<file path="src/rtl/muldiv_issue_queue_pkg.sv">
`default_nettype none
// +----------------------------------------------------------------------------+
// | Module  : muldiv_issue_queue_pkg                                           |
// | Brief   : Shared types and constants for the mult/div issue queue.         |
// | Revision: 1.0 - initial release                                            |
// +----------------------------------------------------------------------------+
package muldiv_issue_queue_pkg;

  // Sequencer states for the shared multdiv unit
  typedef enum logic [1:0] {
    ST_IDLE  = 2'd0,
    ST_START = 2'd1,
    ST_WAIT  = 2'd2,
    ST_HOLD  = 2'd3
  } mdState_t;

  // Codes written to the status register when an op raises an exception
  localparam int c_EXC_MULT           = 4;
  localparam int c_EXC_DIV            = 5;
  localparam int c_STATUS_REG_DEFAULT = 30;

  // Exception code for the op type that faulted
  function automatic logic [2:0] excCode(input logic isDiv);
    return isDiv ? 3'(c_EXC_DIV) : 3'(c_EXC_MULT);
  endfunction

endpackage
`default_nettype wire

</file>
<file path="src/rtl/muldiv_issue_queue_if.sv">
`default_nettype none
// +----------------------------------------------------------------------------+
// | Module  : muldiv_issue_queue_if                                            |
// | Brief   : Issue, scoreboard, multdiv and writeback signals of the queue.   |
// | Revision: 1.0 - initial release                                            |
// +----------------------------------------------------------------------------+
interface muldiv_issue_queue_if #(
  parameter int DATA_W = 32,
  parameter int REG_W  = 5
);
  // Issue from DX
  logic              issue_valid;
  logic              issue_is_div;
  logic [DATA_W-1:0] issue_a;
  logic [DATA_W-1:0] issue_b;
  logic [REG_W-1:0]  issue_rd;
  logic              issue_ready;
  // Decode-stage scoreboard lookup
  logic [REG_W-1:0]  chk_rs;
  logic [REG_W-1:0]  chk_rt;
  logic              chk_hazard;
  // Shared multdiv unit
  logic              md_start_mult;
  logic              md_start_div;
  logic [DATA_W-1:0] md_a;
  logic [DATA_W-1:0] md_b;
  logic [DATA_W-1:0] md_result;
  logic              md_exception;
  logic              md_ready;
  // Regfile writeback
  logic              wb_valid;
  logic [REG_W-1:0]  wb_rd;
  logic [DATA_W-1:0] wb_data;
  logic              wb_accept;
  logic              busy;

  // Pipeline / multdiv / regfile side
  modport master (
    output issue_valid, issue_is_div, issue_a, issue_b, issue_rd,
    input  issue_ready,
    output chk_rs, chk_rt,
    input  chk_hazard,
    input  md_start_mult, md_start_div, md_a, md_b,
    output md_result, md_exception, md_ready,
    input  wb_valid, wb_rd, wb_data,
    output wb_accept,
    input  busy
  );

  // Issue queue side
  modport slave (
    input  issue_valid, issue_is_div, issue_a, issue_b, issue_rd,
    output issue_ready,
    input  chk_rs, chk_rt,
    output chk_hazard,
    output md_start_mult, md_start_div, md_a, md_b,
    input  md_result, md_exception, md_ready,
    output wb_valid, wb_rd, wb_data,
    input  wb_accept,
    output busy
  );
endinterface
`default_nettype wire

</file>
<file path="src/rtl/muldiv_issue_queue_fifo.sv">
`default_nettype none
// +----------------------------------------------------------------------------+
// | Module  : muldiv_issue_queue_fifo                                          |
// | Brief   : Circular buffer of pending mult/div ops; exposes the head, the   |
// |           entry behind it and every slot's rd for hazard lookup.           |
// | Revision: 1.0 - initial release                                            |
// +----------------------------------------------------------------------------+
module muldiv_issue_queue_fifo #(
  parameter  int DEPTH  = 4,
  parameter  int DATA_W = 32,
  parameter  int REG_W  = 5,
  localparam int PTR_W  = $clog2(DEPTH),
  localparam int CNT_W  = PTR_W + 1
) (
  input  logic                        clock,
  input  logic                        reset,
  input  logic                        pushEn,
  input  logic                        pushIsDiv,
  input  logic [DATA_W-1:0]           pushA,
  input  logic [DATA_W-1:0]           pushB,
  input  logic [REG_W-1:0]            pushRd,
  input  logic                        popEn,
  output logic [CNT_W-1:0]            count,
  output logic                        headIsDiv,
  output logic [DATA_W-1:0]           headA,
  output logic [DATA_W-1:0]           headB,
  output logic [REG_W-1:0]            headRd,
  output logic                        nextIsDiv,
  output logic [DATA_W-1:0]           nextA,
  output logic [DATA_W-1:0]           nextB,
  output logic [DEPTH-1:0]            entryValid,
  output logic [DEPTH-1:0][REG_W-1:0] entryRd
);

  logic              r_isDiv [DEPTH];
  logic [DATA_W-1:0] r_a     [DEPTH];
  logic [DATA_W-1:0] r_b     [DEPTH];
  logic [REG_W-1:0]  r_rd    [DEPTH];
  logic [PTR_W-1:0]  r_head;
  logic [PTR_W-1:0]  r_tail;
  logic [PTR_W-1:0]  w_nextPtr;
  logic [CNT_W-1:0]  r_count;

  // Payload storage; contents only matter where entryValid is set
  always_ff @(posedge clock) begin
    if (pushEn) begin
      r_isDiv[r_tail] <= pushIsDiv;
      r_a[r_tail]     <= pushA;
      r_b[r_tail]     <= pushB;
      r_rd[r_tail]    <= pushRd;
    end
  end

  // Pointer and occupancy bookkeeping; pointers wrap naturally (DEPTH is 2^n)
  always_ff @(posedge clock or negedge reset) begin
    if (!reset) begin
      r_head  <= '0;
      r_tail  <= '0;
      r_count <= '0;
    end else begin
      if (pushEn) r_tail <= r_tail + PTR_W'(1);
      if (popEn)  r_head <= r_head + PTR_W'(1);
      case ({pushEn, popEn})
        2'b10:   r_count <= r_count + CNT_W'(1);
        2'b01:   r_count <= r_count - CNT_W'(1);
        default: r_count <= r_count;
      endcase
    end
  end

  assign w_nextPtr = r_head + PTR_W'(1);
  assign count     = r_count;
  assign headIsDiv = r_isDiv[r_head];
  assign headA     = r_a[r_head];
  assign headB     = r_b[r_head];
  assign headRd    = r_rd[r_head];
  assign nextIsDiv = r_isDiv[w_nextPtr];
  assign nextA     = r_a[w_nextPtr];
  assign nextB     = r_b[w_nextPtr];

  // A slot is live when its distance from the head is below the occupancy
  for (genvar i = 0; i < DEPTH; i++) begin : g_slot
    logic [PTR_W-1:0] w_offset;
    assign w_offset      = PTR_W'(i) - r_head;
    assign entryValid[i] = (CNT_W'(w_offset) < r_count);
    assign entryRd[i]    = r_rd[i];
  end

endmodule
`default_nettype wire

</file>
<file path="src/rtl/muldiv_issue_queue.sv">
`default_nettype none
// +----------------------------------------------------------------------------+
// | Module  : muldiv_issue_queue                                               |
// | Brief   : Non-blocking issue buffer and scoreboard for mult/div ops; runs  |
// |           them in order on the shared multdiv and retires via the regfile. |
// | Revision: 1.0 - initial release                                            |
// +----------------------------------------------------------------------------+
module muldiv_issue_queue
  import muldiv_issue_queue_pkg::*;
#(
  parameter int DEPTH      = 4,
  parameter int DATA_W     = 32,
  parameter int REG_W      = 5,
  parameter int STATUS_REG = c_STATUS_REG_DEFAULT
) (
  input  logic                clock,
  input  logic                reset,
  muldiv_issue_queue_if.slave bus
);

  localparam int CNT_W = $clog2(DEPTH) + 1;

  logic                        w_push;
  logic                        w_pop;
  logic [CNT_W-1:0]            w_count;
  logic                        w_headIsDiv;
  logic [DATA_W-1:0]           w_headA;
  logic [DATA_W-1:0]           w_headB;
  logic [REG_W-1:0]            w_headRd;
  logic                        w_nextIsDiv;
  logic [DATA_W-1:0]           w_nextA;
  logic [DATA_W-1:0]           w_nextB;
  logic [DEPTH-1:0]            w_entryValid;
  logic [DEPTH-1:0][REG_W-1:0] w_entryRd;
  logic [DEPTH-1:0]            w_slotHit;
  logic                        w_issueHit;

  mdState_t          r_state,     w_stateNext;
  logic              r_startMult, w_startMultNext;
  logic              r_startDiv,  w_startDivNext;
  logic [DATA_W-1:0] r_mdA,       w_mdANext;
  logic [DATA_W-1:0] r_mdB,       w_mdBNext;
  logic              r_wbValid,   w_wbValidNext;
  logic [REG_W-1:0]  r_wbRd,      w_wbRdNext;
  logic [DATA_W-1:0] r_wbData,    w_wbDataNext;

  // No bypass when full: a retire in the same cycle does not open a slot
  assign bus.issue_ready = (w_count != CNT_W'(DEPTH));
  assign w_push          = bus.issue_valid && bus.issue_ready;

  muldiv_issue_queue_fifo #(
    .DEPTH  (DEPTH),
    .DATA_W (DATA_W),
    .REG_W  (REG_W)
  ) u_fifo (
    .clock      (clock),
    .reset      (reset),
    .pushEn     (w_push),
    .pushIsDiv  (bus.issue_is_div),
    .pushA      (bus.issue_a),
    .pushB      (bus.issue_b),
    .pushRd     (bus.issue_rd),
    .popEn      (w_pop),
    .count      (w_count),
    .headIsDiv  (w_headIsDiv),
    .headA      (w_headA),
    .headB      (w_headB),
    .headRd     (w_headRd),
    .nextIsDiv  (w_nextIsDiv),
    .nextA      (w_nextA),
    .nextB      (w_nextB),
    .entryValid (w_entryValid),
    .entryRd    (w_entryRd)
  );

  // Pending destinations stall decode; r0 is never a hazard
  for (genvar i = 0; i < DEPTH; i++) begin : g_hazard
    assign w_slotHit[i] = w_entryValid[i] && (w_entryRd[i] != '0) &&
                          ((w_entryRd[i] == bus.chk_rs) || (w_entryRd[i] == bus.chk_rt));
  end

  // The op being accepted this cycle is covered too, so there is no gap
  assign w_issueHit = w_push && (bus.issue_rd != '0) &&
                      ((bus.issue_rd == bus.chk_rs) || (bus.issue_rd == bus.chk_rt));
  assign bus.chk_hazard = (|w_slotHit) || w_issueHit;

  // Next-state and next-output logic for the multdiv sequencer
  always_comb begin
    w_stateNext     = r_state;
    w_startMultNext = 1'b0;
    w_startDivNext  = 1'b0;
    w_mdANext       = r_mdA;
    w_mdBNext       = r_mdB;
    w_wbValidNext   = r_wbValid;
    w_wbRdNext      = r_wbRd;
    w_wbDataNext    = r_wbData;
    w_pop           = 1'b0;
    case (r_state)
      ST_IDLE: begin
        if (w_count != '0) begin
          w_stateNext     = ST_START;
          w_startMultNext = !w_headIsDiv;
          w_startDivNext  = w_headIsDiv;
          w_mdANext       = w_headA;
          w_mdBNext       = w_headB;
        end
      end
      ST_START: begin
        w_stateNext = ST_WAIT;
      end
      ST_WAIT: begin
        if (bus.md_ready) begin
          w_stateNext = ST_HOLD;
          if (bus.md_exception) begin
            w_wbValidNext = 1'b1;
            w_wbRdNext    = REG_W'(STATUS_REG);
            w_wbDataNext  = DATA_W'(excCode(w_headIsDiv));
          end else if (w_headRd != '0) begin
            w_wbValidNext = 1'b1;
            w_wbRdNext    = w_headRd;
            w_wbDataNext  = bus.md_result;
          end
        end
      end
      ST_HOLD: begin
        // A silent r0 result drains without waiting for the write port
        if (!r_wbValid || bus.wb_accept) begin
          w_pop         = 1'b1;
          w_wbValidNext = 1'b0;
          if (w_count > CNT_W'(1)) begin
            // The head pops on this edge, so launch the entry behind it
            w_stateNext     = ST_START;
            w_startMultNext = !w_nextIsDiv;
            w_startDivNext  = w_nextIsDiv;
            w_mdANext       = w_nextA;
            w_mdBNext       = w_nextB;
          end else begin
            w_stateNext = ST_IDLE;
          end
        end
      end
      default: begin
        w_stateNext = ST_IDLE;
      end
    endcase
  end

  // Sequencer state and registered multdiv / writeback outputs
  always_ff @(posedge clock or negedge reset) begin
    if (!reset) begin
      r_state     <= ST_IDLE;
      r_startMult <= 1'b0;
      r_startDiv  <= 1'b0;
      r_mdA       <= '0;
      r_mdB       <= '0;
      r_wbValid   <= 1'b0;
      r_wbRd      <= '0;
      r_wbData    <= '0;
    end else begin
      r_state     <= w_stateNext;
      r_startMult <= w_startMultNext;
      r_startDiv  <= w_startDivNext;
      r_mdA       <= w_mdANext;
      r_mdB       <= w_mdBNext;
      r_wbValid   <= w_wbValidNext;
      r_wbRd      <= w_wbRdNext;
      r_wbData    <= w_wbDataNext;
    end
  end

  assign bus.md_start_mult = r_startMult;
  assign bus.md_start_div  = r_startDiv;
  assign bus.md_a          = r_mdA;
  assign bus.md_b          = r_mdB;
  assign bus.wb_valid      = r_wbValid;
  assign bus.wb_rd         = r_wbRd;
  assign bus.wb_data       = r_wbData;
  assign bus.busy          = (w_count != '0) || (r_state != ST_IDLE);

endmodule
`default_nettype wire

</file>
<file path="src/flat_wrapper.sv">
// flat-port wrapper written by rule: the top's interface ports become plain ports
module muldiv_issue_queue_flat import muldiv_issue_queue_pkg::*;
#(
  parameter int DEPTH      = 4,
  parameter int DATA_W     = 32,
  parameter int REG_W      = 5,
  parameter int STATUS_REG = c_STATUS_REG_DEFAULT
)
  (clock, reset, bus_issue_valid, bus_issue_is_div, bus_issue_a, bus_issue_b, bus_issue_rd, bus_issue_ready, bus_chk_rs, bus_chk_rt, bus_chk_hazard, bus_md_start_mult, bus_md_start_div, bus_md_a, bus_md_b, bus_md_result, bus_md_exception, bus_md_ready, bus_wb_valid, bus_wb_rd, bus_wb_data, bus_wb_accept, bus_busy);
  muldiv_issue_queue_if #(.DATA_W(DATA_W), .REG_W(REG_W)) bus_i ();
  input  logic clock;
  input  logic reset;
  input wire logic [$bits(bus_i.issue_valid)-1:0] bus_issue_valid;
  input wire logic [$bits(bus_i.issue_is_div)-1:0] bus_issue_is_div;
  input wire logic [$bits(bus_i.issue_a)-1:0] bus_issue_a;
  input wire logic [$bits(bus_i.issue_b)-1:0] bus_issue_b;
  input wire logic [$bits(bus_i.issue_rd)-1:0] bus_issue_rd;
  output wire logic [$bits(bus_i.issue_ready)-1:0] bus_issue_ready;
  input wire logic [$bits(bus_i.chk_rs)-1:0] bus_chk_rs;
  input wire logic [$bits(bus_i.chk_rt)-1:0] bus_chk_rt;
  output wire logic [$bits(bus_i.chk_hazard)-1:0] bus_chk_hazard;
  output wire logic [$bits(bus_i.md_start_mult)-1:0] bus_md_start_mult;
  output wire logic [$bits(bus_i.md_start_div)-1:0] bus_md_start_div;
  output wire logic [$bits(bus_i.md_a)-1:0] bus_md_a;
  output wire logic [$bits(bus_i.md_b)-1:0] bus_md_b;
  input wire logic [$bits(bus_i.md_result)-1:0] bus_md_result;
  input wire logic [$bits(bus_i.md_exception)-1:0] bus_md_exception;
  input wire logic [$bits(bus_i.md_ready)-1:0] bus_md_ready;
  output wire logic [$bits(bus_i.wb_valid)-1:0] bus_wb_valid;
  output wire logic [$bits(bus_i.wb_rd)-1:0] bus_wb_rd;
  output wire logic [$bits(bus_i.wb_data)-1:0] bus_wb_data;
  input wire logic [$bits(bus_i.wb_accept)-1:0] bus_wb_accept;
  output wire logic [$bits(bus_i.busy)-1:0] bus_busy;
  assign bus_i.issue_valid = bus_issue_valid;
  assign bus_i.issue_is_div = bus_issue_is_div;
  assign bus_i.issue_a = bus_issue_a;
  assign bus_i.issue_b = bus_issue_b;
  assign bus_i.issue_rd = bus_issue_rd;
  assign bus_issue_ready = bus_i.issue_ready;
  assign bus_i.chk_rs = bus_chk_rs;
  assign bus_i.chk_rt = bus_chk_rt;
  assign bus_chk_hazard = bus_i.chk_hazard;
  assign bus_md_start_mult = bus_i.md_start_mult;
  assign bus_md_start_div = bus_i.md_start_div;
  assign bus_md_a = bus_i.md_a;
  assign bus_md_b = bus_i.md_b;
  assign bus_i.md_result = bus_md_result;
  assign bus_i.md_exception = bus_md_exception;
  assign bus_i.md_ready = bus_md_ready;
  assign bus_wb_valid = bus_i.wb_valid;
  assign bus_wb_rd = bus_i.wb_rd;
  assign bus_wb_data = bus_i.wb_data;
  assign bus_i.wb_accept = bus_wb_accept;
  assign bus_busy = bus_i.busy;
  muldiv_issue_queue #(.DEPTH(DEPTH), .DATA_W(DATA_W), .REG_W(REG_W), .STATUS_REG(STATUS_REG)) u_core (.clock(clock), .reset(reset), .bus(bus_i));
endmodule
</file>
<file path="config.mk">
export PLATFORM = sky130hd
export DESIGN_NAME = muldiv_issue_queue_flat
export DESIGN_NICKNAME = d
export VERILOG_FILES = /design/src/rtl/muldiv_issue_queue_pkg.sv /design/src/rtl/muldiv_issue_queue_if.sv /design/src/rtl/muldiv_issue_queue_fifo.sv /design/src/rtl/muldiv_issue_queue.sv /design/src/flat_wrapper.sv
export SDC_FILE = /design/constraint.sdc
export NUM_CORES = 1
export LEC_CHECK = 0
export CORE_ASPECT_RATIO = 1.75
export CORE_MARGIN = 10
export CORE_UTILIZATION = 40
export DETAILED_ROUTE_END_ITERATION = 16
export DONT_BUFFER_PORTS = 1
export PLACE_DENSITY = 0.64
export SYNTH_ARGS = -nofsm -noshare
export SYNTH_HDL_FRONTEND = slang
export SYNTH_HIERARCHICAL = 1
export SYNTH_SLANG_ARGS = --single-unit
</file>
<file path="constraint.sdc">
create_clock -name clock -period 5.9 [get_ports clock]
set_input_delay 0.59 -clock clock [delete_from_list [all_inputs] [get_ports clock]]
set_output_delay 0.59 -clock clock [all_outputs]
set_load 0.01 [all_outputs]
</file>
==> impl_metrics.csv <==
group,metric,value,unit
outcome,run_status,"completed",
worst_setup_path,setup.worst_path.start_class,"flip-flop",
grt,grt_pass1_vias,9952,
sta,timing.final.crit_share,65.36,%
yosys,synth_edf_count,280,
grt,antenna_found_initial,0,
worst_setup_path,setup_cp_type,"flip-flop to output pin",
routing,first_iter_violations,425,
pwr,power_switching_share,34.59,%
worst_setup_path,data_arrival_time_of_the_worst_path,3.27,ns
yosys,netlist_instances,1068,
clock_tree,clkTransAtPathRegs,0.06,ns
pwr,p_seq_share,43.9,%
worst_setup_path,setup.worst_path.end_class,"output pin",
sta,timing.clock.skew,0.01732,ns
min_path,hp-class,"input port to asynchronous set/reset pin",
yosys,netlist_area,17800,µm²
yosys,post_synth_mux_area_share,20.86,%
sta,max_clock_freq,0.2593,GHz
routing,dr.pass1.iters,4,
yosys,synth_top_family_by_area,"multiplexers",
yosys,ys_dominant_reg_cell,"sky130_fd_sc_hd__edfxtp_1",
placed_design,dp_worst_setup_slack,2.436,ns
sta,rsz0062_at_grt,"no",
finish,post_route_cells_drive_above_1_share,21.80,%
clock_tree,cts-buffers-inserted,40,
floorplanning,start_util,40.32,%
finish,count_of_antenna_diodes_in_the_layout,0,
placed_design,portBuffers,0,
finish,fill_cell_count,3855,
floorplanning,floorplan.rows,102,
routing,routedWlPerCell,24.74,µm
floorplanning,die_h,299.1,µm
floorplanning,dieArea,53680,µm²
pwr,total_switching_power,3.691,mW
yosys,asyncSetResetFlopFracSynth,28.75,%
yosys,ys_types,43,
finish,net_total_in_the_final_layout,1177,
yosys,yosysSeqAreaShare,63.11,%
routing,drtAntennaViolNets,0,
finish,multi_input_area,6016,µm²
sta,final_setup_tns,0,ns
floorplanning,floorplan.io_pins,225,
sta,timing_hold_violations_final,0,
clock_tree,clock_tree.htree_level_count,2,
yosys,avgSynthCellArea,16.67,µm²
sta,final.min_clock_period,3.856,ns
clock_tree,clock-root-buffer,"sky130_fd_sc_hd__clkbuf_16",
pwr,pwr-share-clk,23.9,%
yosys,synth.area.top_cells,"sky130_fd_sc_hd__edfxtp_1 (47%), sky130_fd_sc_hd__mux4_2 (17%), sky130_fd_sc_hd__dfrtp_1 (16%)",
finish,layout.cells.most_common,"sky130_fd_sc_hd__edfxtp_1",
job,maxCapViolations,0,
grt,grt_max_degree,114,
worst_setup_path,required,5.31,ns
routing,drt-vias-per-instance,5.536,
clock_tree,clock_tree_from_tritoncts,"done",
worst_setup_path,max_fanout_on_critical_path,47,
pwr,power.density_cell_area,548.4,nW/µm²
pwr,static-leakage-power,6.606,nW
clock_tree,cts_resized,0,
placed_design,gpl.final_weighted_congestion,0.8992,
yosys,ys.warnings.count,6,
clock_tree,maximum_buffer_depth_of_the_clock_tree,3,
clock_tree,post_cts.repair.setup_buffers,0,
finish,most_frequent_cells_in_the_layout,"sky130_fd_sc_hd__edfxtp_1 (280), sky130_fd_sc_hd__mux4_2 (135), sky130_fd_sc_hd__dfrtp_1 (111)",
yosys,adder_cell_share_of_the_synthesized_area,0.9558,%
pwr,cell_internal_pwr,6.980,mW
sta,fin_ws,2.044,ns
yosys,total_of_flip_flops_plus_latches_after_synthesis,393,
routing,drc,0,
finish,area_growth,9.305,%
pwr,vdd_ir_drop_max,0.0003314,V
floorplanning,core_region_area,44160,µm²
sta,max_slew_margin,24.19,%
pwr,power,10.67,mW
grt,first_pass_grt_wire_length,62290,µm
yosys,synth_largest_type_area_fraction,47.23,%
sta,worst_pin_slew,1.133,ns
worst_setup_path,reg2regPathDepth,5,
yosys,synth-xor-area-share,2.804,%
sta,finalSetupViolations,0,
placed_design,detailed_place_hpwl,25840,µm
yosys,synth-simple-area-share,4.927,%
grt,overall_global_routing_resource_usage,14.88,%
grt,globalRoute.totalOverflow,0,
routing,wl,40810,µm
pwr,comb_power_share,32.2,%
yosys,post_syn_nets,1199,
clock_tree,worst_skew_pair.late_latency,0.54,ns
sta,report.final.slew_viol_count,0,
clock_tree,clock-sinks,393,
yosys,synth_compound_area_share,4.104,%
routing,route.vias.total,9134,
yosys,synth.largest_area_cell,"sky130_fd_sc_hd__edfxtp_1",
finish,sequential_cell_area,11240,µm²
floorplanning,dieWidth,179.5,µm
## cell usage after synthesis (8+ instances only)
| master | number |
|---|---|
| sky130_fd_sc_hd__edfxtp_1 | 280 |
| sky130_fd_sc_hd__mux4_2 | 135 |
| sky130_fd_sc_hd__dfrtp_1 | 113 |
| sky130_fd_sc_hd__nor2_1 | 76 |
| sky130_fd_sc_hd__mux2i_1 | 65 |
| sky130_fd_sc_hd__a21oi_1 | 62 |
| sky130_fd_sc_hd__nand2_1 | 44 |
| sky130_fd_sc_hd__buf_2 | 41 |
| sky130_fd_sc_hd__o21ai_0 | 38 |
| sky130_fd_sc_hd__xor2_1 | 35 |
| sky130_fd_sc_hd__nand2b_1 | 32 |
| sky130_fd_sc_hd__buf_6 | 24 |
| sky130_fd_sc_hd__xnor2_1 | 22 |
| sky130_fd_sc_hd__ha_1 | 12 |
| sky130_fd_sc_hd__inv_1 | 11 |
| sky130_fd_sc_hd__nor3_1 | 10 |
| sky130_fd_sc_hd__a21oi_2 | 8 |
## metrics by stage
step                      utilization [%]  hold slack, ns  instances  cell area (µm²)
after floorplan                         -          0.2944       1068            17800
after global placement              41.00          0.3040       1575            18100
after detailed placement            41.00          0.3042       1575            18100
after CTS                           44.07         0.02759       1650            19460
after global routing                44.07         0.04158       1650            19460
final                               44.07        0.009183       1650            19460
## worst paths after layout
kind	slack, ns	start	endpoint
worst max-delay path	2.04	u_core/u_fifo/r_head[1]	bus_chk_hazard
worst min register to register	0.54	u_core/u_fifo/r_tail[0]	u_core/u_fifo/r_tail[0]
max in group asynchronous	5.32	reset	u_core/bus.md_a[8]
min in group clock	0.14	bus_issue_a[12]	u_core/u_fifo/r_a[0][12]
worst max register to register	2.48	u_core/u_fifo/r_head[0]	u_core/bus.wb_data[12]
worst min-delay path	0.009	reset	u_core/bus.md_b[27]
## flip-flops by register name (all words and copies together), names as in the netlist, 2 cells and up
signal                 flops
u_core/bus.md_a           32
u_core/r_state             2
u_core/u_fifo/r_a        128
u_core/u_fifo/count        3
u_core/u_fifo/r_isDiv      4
u_core/u_fifo/r_b        128
u_core/u_fifo/r_tail       2
u_core/bus.wb_data        32
u_core/u_fifo/r_rd        20
u_core/bus.wb_rd           5
u_core/bus.md_b           32
u_core/u_fifo/r_head       2
## repair_timing
action	CTS	global route
hold buffers	1	0
hold endpoints to repair	113	0
setup endpoints to repair	0	0
## power by group through the flow
stage	logic (mW)	clock network, mW	registers [mW]
final	3.43	2.55	4.69
after global routing	3.80	2.74	4.81
after CTS	3.52	2.63	4.72
after detailed placement	3.49	0	4.77
after global placement	3.39	0	4.73
after floorplan	3.18	0	4.36
## layer usage
metal,global-route usage [%],share of wire (%),vias up
li1,-,-,4073
met1,15.40,35,4712
met2,27.29,53,276
met3,5.115,8.3,73
met4,5.195,2.9,0
met5,0,0,-
## critical path, stage by stage, from the launching register on
cell                      delay [ns]
sky130_fd_sc_hd__dfrtp_4        0.77
sky130_fd_sc_hd__buf_4          0.64
sky130_fd_sc_hd__xnor2_1        0.22
sky130_fd_sc_hd__inv_1          0.07
sky130_fd_sc_hd__ha_1           0.27
sky130_fd_sc_hd__a21oi_1        0.05
sky130_fd_sc_hd__or2_2          0.26
sky130_fd_sc_hd__o21ai_0        0.07
sky130_fd_sc_hd__o22a_1         0.15
sky130_fd_sc_hd__nand4_1        0.20
## cells by family (layout without fill, tap and decap cells)
family	Yosys count	after routing
flip-flops	393	393
multiplexers	202	202
AND/OR/NAND/NOR	189	189
AO/OA/AOI/OAI	128	128
buffers and inverters	86	96
XOR/XNOR	57	57
adder cells (fa/ha/maj)	13	13
## area by class of cell
| type | count | share of cell area (%) |
|---|---|---|
| clock buffer | 49 | 5.478 |
| clock inverter | 25 | 1.350 |
| inverter | 11 | 0.2122 |
| multi-input combinational | 589 | 30.91 |
| sequential | 393 | 57.78 |
| tap | 572 | 3.678 |
| timing repair buffer | 11 | 0.5915 |
Note: power is estimated with default switching activity, not from simulation.
